--- config.mk ---
export PLATFORM = sky130hd
export DESIGN_NAME = matmul_sequencer
export DESIGN_NICKNAME = d
export VERILOG_FILES = /design/src/rtl/matmul_sequencer_pkg.sv /design/src/rtl/matmul_sequencer_watchdog.sv /design/src/rtl/matmul_sequencer.sv
export SDC_FILE = /design/constraint.sdc
export NUM_CORES = 1
export LEC_CHECK = 0
export BUFFER_PORTS_ARGS = -buffer_cell sky130_fd_sc_hd__clkbuf_2
export CAP_MARGIN = 40
export CORE_MARGIN = 5
export CORE_UTILIZATION = 48
export DETAILED_ROUTE_END_ITERATION = 10
export PLACE_DENSITY = 0.76
export SYNTH_ARGS = -nofsm -noshare
export SYNTH_HDL_FRONTEND = slang
export SYNTH_SLANG_ARGS = --single-unit
--- constraint.sdc ---
create_clock -name clk -period 1.92 [get_ports clk]
set_input_delay 0.192 -clock clk [delete_from_list [all_inputs] [get_ports clk]]
set_output_delay 0.192 -clock clk [all_outputs]
set_load 0.005 [all_outputs]
--- src/rtl/matmul_sequencer_pkg.sv ---
// Shared encodings for the matmul sequencer: FSM state codes, phase-pulse and
// status bit positions, base-register slots and the watchdog width helper.
package matmul_sequencer_pkg;

    localparam logic [2:0] S_IDLE    = 3'd0;
    localparam logic [2:0] S_FILL    = 3'd1;
    localparam logic [2:0] S_LOAD    = 3'd2;
    localparam logic [2:0] S_COMPUTE = 3'd3;
    localparam logic [2:0] S_NEXT    = 3'd4;
    localparam logic [2:0] S_DONE    = 3'd5;
    localparam logic [2:0] S_ERR     = 3'd6;

    typedef enum logic [2:0] {
        ST_IDLE    = S_IDLE,
        ST_FILL    = S_FILL,
        ST_LOAD    = S_LOAD,
        ST_COMPUTE = S_COMPUTE,
        ST_NEXT    = S_NEXT,
        ST_DONE    = S_DONE,
        ST_ERR     = S_ERR
    } state_e;

    // Phase-pulse vector bit positions
    localparam int P_FILL     = 0;
    localparam int P_DRAIN    = 1;
    localparam int P_ACTIVE   = 2;
    localparam int NUM_PULSES = 3;

    // Status vector bit positions
    localparam int STAT_BUSY  = 0;
    localparam int STAT_DONE  = 1;
    localparam int STAT_ERROR = 2;
    localparam int NUM_STAT   = 3;

    // Base-address register slots
    localparam int B_IN      = 0;
    localparam int B_W       = 1;
    localparam int B_OUT     = 2;
    localparam int NUM_BASES = 3;

    function automatic logic is_wait_state(input state_e s);
        return (s == ST_FILL) || (s == ST_LOAD) || (s == ST_COMPUTE);
    endfunction

    function automatic int cnt_width(input int timeout);
        return $clog2(timeout + 1);
    endfunction

endpackage

--- src/rtl/matmul_sequencer_watchdog.sv ---
// Clearable saturating up-counter; tc flags the last permitted cycle of a
// wait phase so the sequencer can bail out after exactly TIMEOUT cycles.
module seq_watchdog
    import matmul_sequencer_pkg::*;
#(
    parameter int TIMEOUT = 1024
) (
    input  logic clk,
    input  logic reset,
    input  logic clear,
    input  logic enable,
    output logic tc
);

    localparam int CNT_W = cnt_width(TIMEOUT);

    logic [CNT_W-1:0] count_q;
    logic [CNT_W-1:0] count_d;

    assign tc = enable && (count_q == CNT_W'(TIMEOUT - 1));

    always_comb begin
        count_d = count_q;
        if (clear) begin
            count_d = '0;
        end else if (enable && !tc) begin
            count_d = count_q + CNT_W'(1);
        end
    end

    always_ff @(posedge clk) begin
        if (reset) begin
            count_q <= '0;
        end else begin
            count_q <= count_d;
        end
    end

endmodule

--- src/rtl/matmul_sequencer.sv ---
// Multi-tile matmul sequencer: one start/done handshake drives the fill/load/
// compute phases of the systolic datapath, striding base addresses per tile.
module matmul_sequencer
    import matmul_sequencer_pkg::*;
#(
    parameter int WIDTH_HEIGHT = 16,
    parameter int ADDR_W       = 8,
    parameter int TILE_W       = 8,
    parameter int TIMEOUT      = 1024
) (
    input  logic              clk,
    input  logic              reset,
    input  logic              start,
    input  logic [TILE_W-1:0] num_tiles,
    input  logic [ADDR_W-1:0] in_base,
    input  logic [ADDR_W-1:0] w_base,
    input  logic [ADDR_W-1:0] out_base,
    input  logic              abort,
    input  logic              mem_to_fifo_done,
    input  logic              fifo_to_arr_done,
    input  logic              output_done,
    output logic              fill_fifo,
    output logic              drain_fifo,
    output logic              active,
    output logic [ADDR_W-1:0] inputMem_rd_addr_base,
    output logic [ADDR_W-1:0] weightMem_rd_addr_base,
    output logic [ADDR_W-1:0] outputMem_wr_addr_base,
    output logic              busy,
    output logic              done,
    output logic              error,
    output logic [TILE_W-1:0] tile_idx
);

    localparam int BASES_W = NUM_BASES * ADDR_W;

    state_e                  state_q, state_d;
    logic [NUM_PULSES-1:0]   pulse_q, pulse_d;
    logic [NUM_STAT-1:0]     stat_q, stat_d;
    logic [BASES_W-1:0]      base_q, base_d;
    logic [TILE_W-1:0]       tile_q, tile_d;
    logic [TILE_W-1:0]       num_q, num_d;
    logic [TILE_W-1:0]       tile_inc;
    logic                    wd_clear;
    logic                    wd_tc;

    assign tile_inc = tile_q + TILE_W'(1);
    assign wd_clear = (state_d != state_q);

    seq_watchdog #(
        .TIMEOUT (TIMEOUT)
    ) u_watchdog (
        .clk    (clk),
        .reset  (reset),
        .clear  (wd_clear),
        .enable (is_wait_state(state_q)),
        .tc     (wd_tc)
    );

    always_comb begin
        state_d           = state_q;
        pulse_d           = '0;
        stat_d            = stat_q;
        stat_d[STAT_DONE] = 1'b0;
        base_d            = base_q;
        tile_d            = tile_q;
        num_d             = num_q;

        case (state_q)
            ST_IDLE: begin
                if (start) begin
                    num_d                                = num_tiles;
                    base_d[B_IN*ADDR_W  +: ADDR_W]       = in_base;
                    base_d[B_W*ADDR_W   +: ADDR_W]       = w_base;
                    base_d[B_OUT*ADDR_W +: ADDR_W]       = out_base;
                    tile_d                               = '0;
                    stat_d[STAT_ERROR]                   = 1'b0;
                    stat_d[STAT_BUSY]                    = 1'b1;
                    if (num_tiles == '0) begin
                        state_d = ST_DONE;
                    end else begin
                        state_d         = ST_FILL;
                        pulse_d[P_FILL] = 1'b1;
                    end
                end
            end
            // A phase-done input wins over the watchdog if both land together.
            ST_FILL: begin
                if (mem_to_fifo_done) begin
                    state_d          = ST_LOAD;
                    pulse_d[P_DRAIN] = 1'b1;
                end else if (wd_tc) begin
                    state_d = ST_ERR;
                end
            end
            ST_LOAD: begin
                if (fifo_to_arr_done) begin
                    state_d           = ST_COMPUTE;
                    pulse_d[P_ACTIVE] = 1'b1;
                end else if (wd_tc) begin
                    state_d = ST_ERR;
                end
            end
            ST_COMPUTE: begin
                if (output_done) begin
                    state_d = ST_NEXT;
                end else if (wd_tc) begin
                    state_d = ST_ERR;
                end
            end
            ST_NEXT: begin
                for (int i = 0; i < NUM_BASES; i++) begin
                    base_d[i*ADDR_W +: ADDR_W] = base_q[i*ADDR_W +: ADDR_W] + ADDR_W'(WIDTH_HEIGHT);
                end
                tile_d = tile_inc;
                if (tile_inc == num_q) begin
                    state_d = ST_DONE;
                end else begin
                    state_d         = ST_FILL;
                    pulse_d[P_FILL] = 1'b1;
                end
            end
            ST_DONE: begin
                stat_d[STAT_DONE] = 1'b1;
                stat_d[STAT_BUSY] = 1'b0;
                state_d           = ST_IDLE;
            end
            ST_ERR: begin
                stat_d[STAT_ERROR] = 1'b1;
                stat_d[STAT_BUSY]  = 1'b0;
                state_d            = ST_IDLE;
            end
            default: begin
                state_d = ST_IDLE;
            end
        endcase

        // Abort freezes bases/tile where they are and leaves done/error alone.
        if (abort && (state_q != ST_IDLE)) begin
            state_d            = ST_IDLE;
            pulse_d            = '0;
            stat_d[STAT_BUSY]  = 1'b0;
            stat_d[STAT_DONE]  = 1'b0;
            stat_d[STAT_ERROR] = stat_q[STAT_ERROR];
            base_d             = base_q;
            tile_d             = tile_q;
        end
    end

    always_ff @(posedge clk) begin
        if (reset) begin
            state_q <= ST_IDLE;
            pulse_q <= '0;
            stat_q  <= '0;
            tile_q  <= '0;
            num_q   <= '0;
        end else begin
            state_q <= state_d;
            pulse_q <= pulse_d;
            stat_q  <= stat_d;
            tile_q  <= tile_d;
            num_q   <= num_d;
        end
    end

    genvar gi;
    generate
        for (gi = 0; gi < NUM_BASES; gi++) begin : g_base
            logic [ADDR_W-1:0] slice_q;
            always_ff @(posedge clk) begin
                if (reset) begin
                    slice_q <= '0;
                end else begin
                    slice_q <= base_d[gi*ADDR_W +: ADDR_W];
                end
            end
            assign base_q[gi*ADDR_W +: ADDR_W] = slice_q;
        end
    endgenerate

    assign fill_fifo              = pulse_q[P_FILL];
    assign drain_fifo             = pulse_q[P_DRAIN];
    assign active                 = pulse_q[P_ACTIVE];
    assign busy                   = stat_q[STAT_BUSY];
    assign done                   = stat_q[STAT_DONE];
    assign error                  = stat_q[STAT_ERROR];
    assign tile_idx               = tile_q;
    assign inputMem_rd_addr_base  = base_q[B_IN*ADDR_W  +: ADDR_W];
    assign weightMem_rd_addr_base = base_q[B_W*ADDR_W   +: ADDR_W];
    assign outputMem_wr_addr_base = base_q[B_OUT*ADDR_W +: ADDR_W];

endmodule

Word level (Yosys, flattened, before mapping)
Index checks and enable logic that the tools add are counted.

storage, ports and cells
  bits in registers = 60
  output and inout bits = 38
  input bits = 39
  logic and storage cells = 76

cells by class
  $add $sub $neg = 5
  reductions and logical operators = 21
  equal/unequal tests = 10
  bitwise logic cells = 3
  muxes and demuxes = 24

operators with widths
  kind                                              count
  case mux 24 bit (2 select lines)                  1
  adder 8 x 5 -> 8 bit (second input constant)      3
  2-to-1 mux 24 bit                                 1
  2-to-1 mux 3 bit                                  8
  case mux 8 bit (2 select lines)                   1
  case mux 3 bit (5 select lines)                   1
  adder 11 x 1 -> 11 bit (second input constant)    1
  == test 11 x 10 -> 1 bit (second input constant)  1
  == test 3 bit (second input constant)             3
  adder 8 x 1 -> 8 bit (second input constant)      1
  == test 8 bit                                     1
  zero test 8 bit                                   1
  2-to-1 mux 1 bit                                  8
  2-to-1 mux 8 bit                                  1
  == test 3 x 2 -> 1 bit (second input constant)    2
  case mux 1 bit (2 select lines)                   3
  AND reduction 3 bit                               2
  nonzero test 2 bit                                3
  OR reduction 2 bit                                3
  OR reduction 3 bit                                2
  AND reduction 2 bit                               2
  == test 3 x 1 -> 1 bit (second input constant)    1
  logical AND 1 bit                                 3
  zero test 3 bit                                   1
  other kinds (6)                                   9

Depth between registers and ports, before layout
  depth in word-level cells = 10
  gate-level depth with buffers = 8
  gate-level depth less buffers = 6

Cells and area by module
From an unflattened synthesis, not the netlist that was laid out.

unflattened totals
  cells, all modules = 372
  area, all modules = 2930.3 µm²

modules (own cells, without submodules)
  module            seq. area each (µm²)  area each (µm²)  cells each  times used
  matmul_sequencer  980.9                 2397.3           308         1
  seq_watchdog      220.2                 533.0            64          1

Worst setup path before layout
OpenSTA, ideal clock, no wires.

  path kind = register to register
  from = reg u_watchdog.count_q[0]
  to = reg u_watchdog.count_q[2]
  cell stages (with the launch flop) = 8
  slack = -0.061 ns
  buffers on the path = 1
  setup time = 0.080 ns
  arrival = 1.901 ns
  cells stage by stage = dfxtp_1 ha_1 nand3_1 or4_1 clkbuf_1 nand4_1 a222oi_1 nor3b_1

between the ends
  cells in the longest elaborated chain, start to end = 8
  elaborated cells on any way between the ends = 13

RTL lines
  item                                 RTL line                                                                 source
  start: declaration                   matmul_sequencer_watchdog.sv:17                                          logic [CNT_W-1:0] count_q;
  start signal: assignment             matmul_sequencer_watchdog.sv:35                                          count_q <= count_d;
  == test 11 x 10 -> 1 bit             matmul_sequencer_watchdog.sv:20                                          assign tc = enable && (count_q == CNT_W'(TIMEOUT - 1));
  logical AND 1 bit                    matmul_sequencer_watchdog.sv:20
  2-to-1 mux 3 bit                     matmul_sequencer.sv:91, matmul_sequencer.sv:99, matmul_sequencer.sv:106
  2-to-1 mux 3 bit (on tied branches)  matmul_sequencer.sv:104, matmul_sequencer.sv:88, matmul_sequencer.sv:96
  case mux 3 bit (5 select lines)      matmul_sequencer.sv:68                                                   case (state_q)
  2-to-1 mux 3 bit                     matmul_sequencer.sv:138                                                  if (abort && (state_q != ST_IDLE)) begin
  inequality test 3 bit                matmul_sequencer.sv:47                                                   assign wd_clear = (state_d != state_q);
  OR reduction 2 bit (no source line)  --

Parallel ways exist; a longest one is shown, timed or not.
A chain may end at the register's enable or synchronous reset.

Final worst setup path
  from = reg state_q[0]
  to = reg tile_q[3], in the netlist tile_idx[3]

between the ends
  cells in the longest elaborated chain, start to end = 4
  elaborated cells on any way between the ends = 9

RTL lines
  item                                                   RTL line                 source
  start: declaration                                     matmul_sequencer.sv:36   state_e state_q, state_d;
  start signal: assignment                               matmul_sequencer.sv:157  state_q <= state_d;
  branches (longest 4 deep; another with == test 3 bit)  --
  end signal: assignment                                 matmul_sequencer.sv:160  tile_q <= tile_d;
  end: declaration                                       matmul_sequencer.sv:40   logic [TILE_W-1:0] tile_q, tile_d;

Parallel ways; which one is timed is not known.

==> impl_metrics.tcl <==
set metrics [dict create \
    final_area_mm2 0.00418 \
    yosys.area.top_type_share 0.392 \
    port_buffers 76 \
    relSlewSlack 0.515 \
    clock_insertion_delay_worst_skew_ns 0.34 \
    synthToLayoutAreaGrowth_pct 36.7 \
    hpwl_mm 6.04 \
    worst_pin_slew_ns 0.720 \
    cts-hold-fix-buffers 0 \
    die_area_mm2 0.00807 \
    dp_slack_ns -0.333 \
    critical-path-top-delay-family "simple AND/OR/NAND/NOR gates" \
    synth_most_common_cell "nand2_1" \
    syn_nets 436 \
    drcViolationCount 0 \
    nFillCells 537 \
    vias_per_cell 5.51 \
    finalHoldViolCount 0 \
    post_synth.cell_area_avg_um2 7.81 \
    endpoint_kind "flip-flop" \
    cts_buffers 9 \
    critPathMaxStageDelay_ns 0.52 \
    layout-drive-gt1-share 0.339 \
    outcome "complete, no violations" \
    postSynth.asyncResetShare 0 \
    cts_sinks 60 \
    crit_path_frequent_cell "buf_4" \
    period_share 0.967 \
    rows 29 \
    core_mm2 0.00628 \
    yosysWarnings 0 \
    cts-root-buf "clkbuf_8" \
    synth_ff_type "dfxtp_1" \
    finalNetCount 554 \
    grt_remaining_overflow 0 \
    antenna_found_initial 0 \
    synth.cell_area_mm2 0.00306 \
    antenna_cells 0 \
    num_vias 3259 \
    finalCriticalPeriod_ns 1.86 \
    synth.distinct_cells 55 \
    path_class "flip-flop to flip-flop" \
    clock_skew_ns 0.00589 \
    grt_pass1_vias 3084 \
    grt_busiest_layer "met2" \
    slew_violations 0 \
    clock_path_buffers 2 \
    io_pins 77 \
    crit_chain "buf_4, buf_4, or4b_4, buf_6, or3_1, a21oi_2" \
    synth_area_leaders "dfxtp_1, a21oi_1, nand2_1" \
    postRouteAntennaNets 0 \
    drt_iter0_drc 250 \
    final_cells 591 \
    synth_common_cells "nand2_1, dfxtp_1, a21oi_1, nor2_1, o21ai_0" \
    gp_congestion 0.827 \
    synth-seq-cells 60 \
    wl_per_cell_um 14.3 \
    h-tree-depth 3 \
    setup_violations 0 \
    met3_usage 0.0367 \
    die_w_um 89.9 \
    arrival_ns 2.13 \
    place_area_mm2 0.00387 \
    fmax_mhz 538 \
    synth_top_area_cell "dfxtp_1" \
    start_kind "flip-flop" \
    grt_max_degree 46 \
    finalWirelength_mm 8.44 \
    critical-path-slowest-cell "or4b_4" \
    track_usage 0.202 \
    first_pass_iters 5 \
    synthCells 392 \
    cts_tree "done" \
    clk_transition_reported_paths_ns 0.07 \
    met2_usage 0.342 \
    drv_cap 0 \
    initial_core_util 0.488 \
    grt_use_met1 0.251 \
    yosysSeqAreaShare 0.392 \
    required_ns 2.19 \
    worst_slack_ns 0.0625 \
    grt_pass1_wl_mm 13.9 \
    path_buf_inv 3 \
    ir_worst_vdd_mv 0.532 \
    finalPower_mw 3.00 \
    dieHeight_um 89.9 \
    synth_edf_count 0 \
    dp_cells 571 \
    leakagePower_nw 1.82 \
    path_max_fanout 10 \
    p_per_area_mw_per_mm2 716 \
    hp-class "primary input to flip-flop" \
    grt_setup_unrepaired "yes" \
    worst-r2r-setup-slack_ns 0.06 \
]
==> cells by family after synthesis <==
family	Yosys count	share of synthesized area
AND/OR/NAND/NOR	172	0.286
AO/OA/AOI/OAI	108	0.217
flip-flops	60	0.392
buffers and inverters	33	0.0442
XOR/XNOR	14	0.0401
adder cells (fa/ha/maj)	5	0.0204
==> state kept, by name (all words and copies together), names as in the netlist <==
name,cells
u_watchdog.count_q,11
inputMem_rd_addr_base,8
num_q,8
outputMem_wr_addr_base,8
tile_idx,8
weightMem_rd_addr_base,8
pulse_q,3
stat_q,3
state_q,3
==> worst paths after layout <==
kind | start | endpoint | depth (start not counted)
setup / recovery | state_q[0] | tile_idx[3] | 6
hold / removal | in_base[0] | inputMem_rd_addr_base[0] | 3
setup reg to reg | state_q[0] | tile_idx[3] | 6
hold reg to reg | inputMem_rd_addr_base[0] | inputMem_rd_addr_base[0] | 2
==> metal layers <==
layer,vias to the layer above,share of wire
met3,14,0.050
met1,1513,0.44
met4,0,0.017
met2,90,0.49
met5,-,0
li1,1642,-
==> power by group <==
| part | leakage (nW) | switching (mW) | internal (mW) |
|---|---|---|---|
| registers | 0.491 | 0.0440 | 1.30 |
| logic | 1.22 | 0.216 | 0.206 |
| clock network | 0.105 | 0.506 | 0.725 |
==> cell type report <==
class,count,area [µm²],share of cell area
tap,77,96.3,0.0230
multi-input combinational,299,1810,0.432
sequential,60,1210,0.288
clock buffer,9,124,0.0296
inverter,7,26.3,0.00628
timing repair buffer,133,833,0.199
clock inverter,6,90.1,0.0215
==> layout by cell type, fill, tap and decap left out, drive strengths merged, types with 2 or more instances in the layout <==
cell	Yosys	final
nand2b	6	6
nor4b	5	5
nand3b	6	6
o21ai	22	22
dfxtp	60	60
or3	3	3
clkinv	0	3
xor2	8	8
nand4	7	7
a311oi	3	3
nand2	66	66
o21a	2	2
bufinv	0	2
nor4	10	10
xnor2	6	6
inv	7	7
nor3	12	12
nand3	13	13
buf	7	57
nor2	25	25
ha	5	5
o211ai	2	2
o32ai	2	2
and2	8	8
nor3b	3	3
a21oi	54	54
a31oi	6	6
or4b	2	2
clkbuf	19	85
==> through the flow <==
step	hold slack [ns]	util	setup TNS [ns]
floorplan	0.328	-	0
global placement	0.414	0.617	-2.48
detailed placement	0.421	0.617	-2.72
CTS	0.0510	0.654	-0.0151
global route	0.0648	0.666	-0.00354
finish	0.0674	0.666	0
==> worst min-delay path, cell delays in order <==
cell and delay (ns):
clkbuf_2 0.08, nand2_1 0.04, a21oi_1 0.05
==> what timing repair did <==
action / in CTS / in global routing
gates resized for setup: 3 / 14
cloned: 0 / 1
pin swaps: 2 / 5
endpoints found under the setup margin: 12 / 28
setup buffers: 1 / 3
No activity file was read; power rests on OpenSTA's default activity.
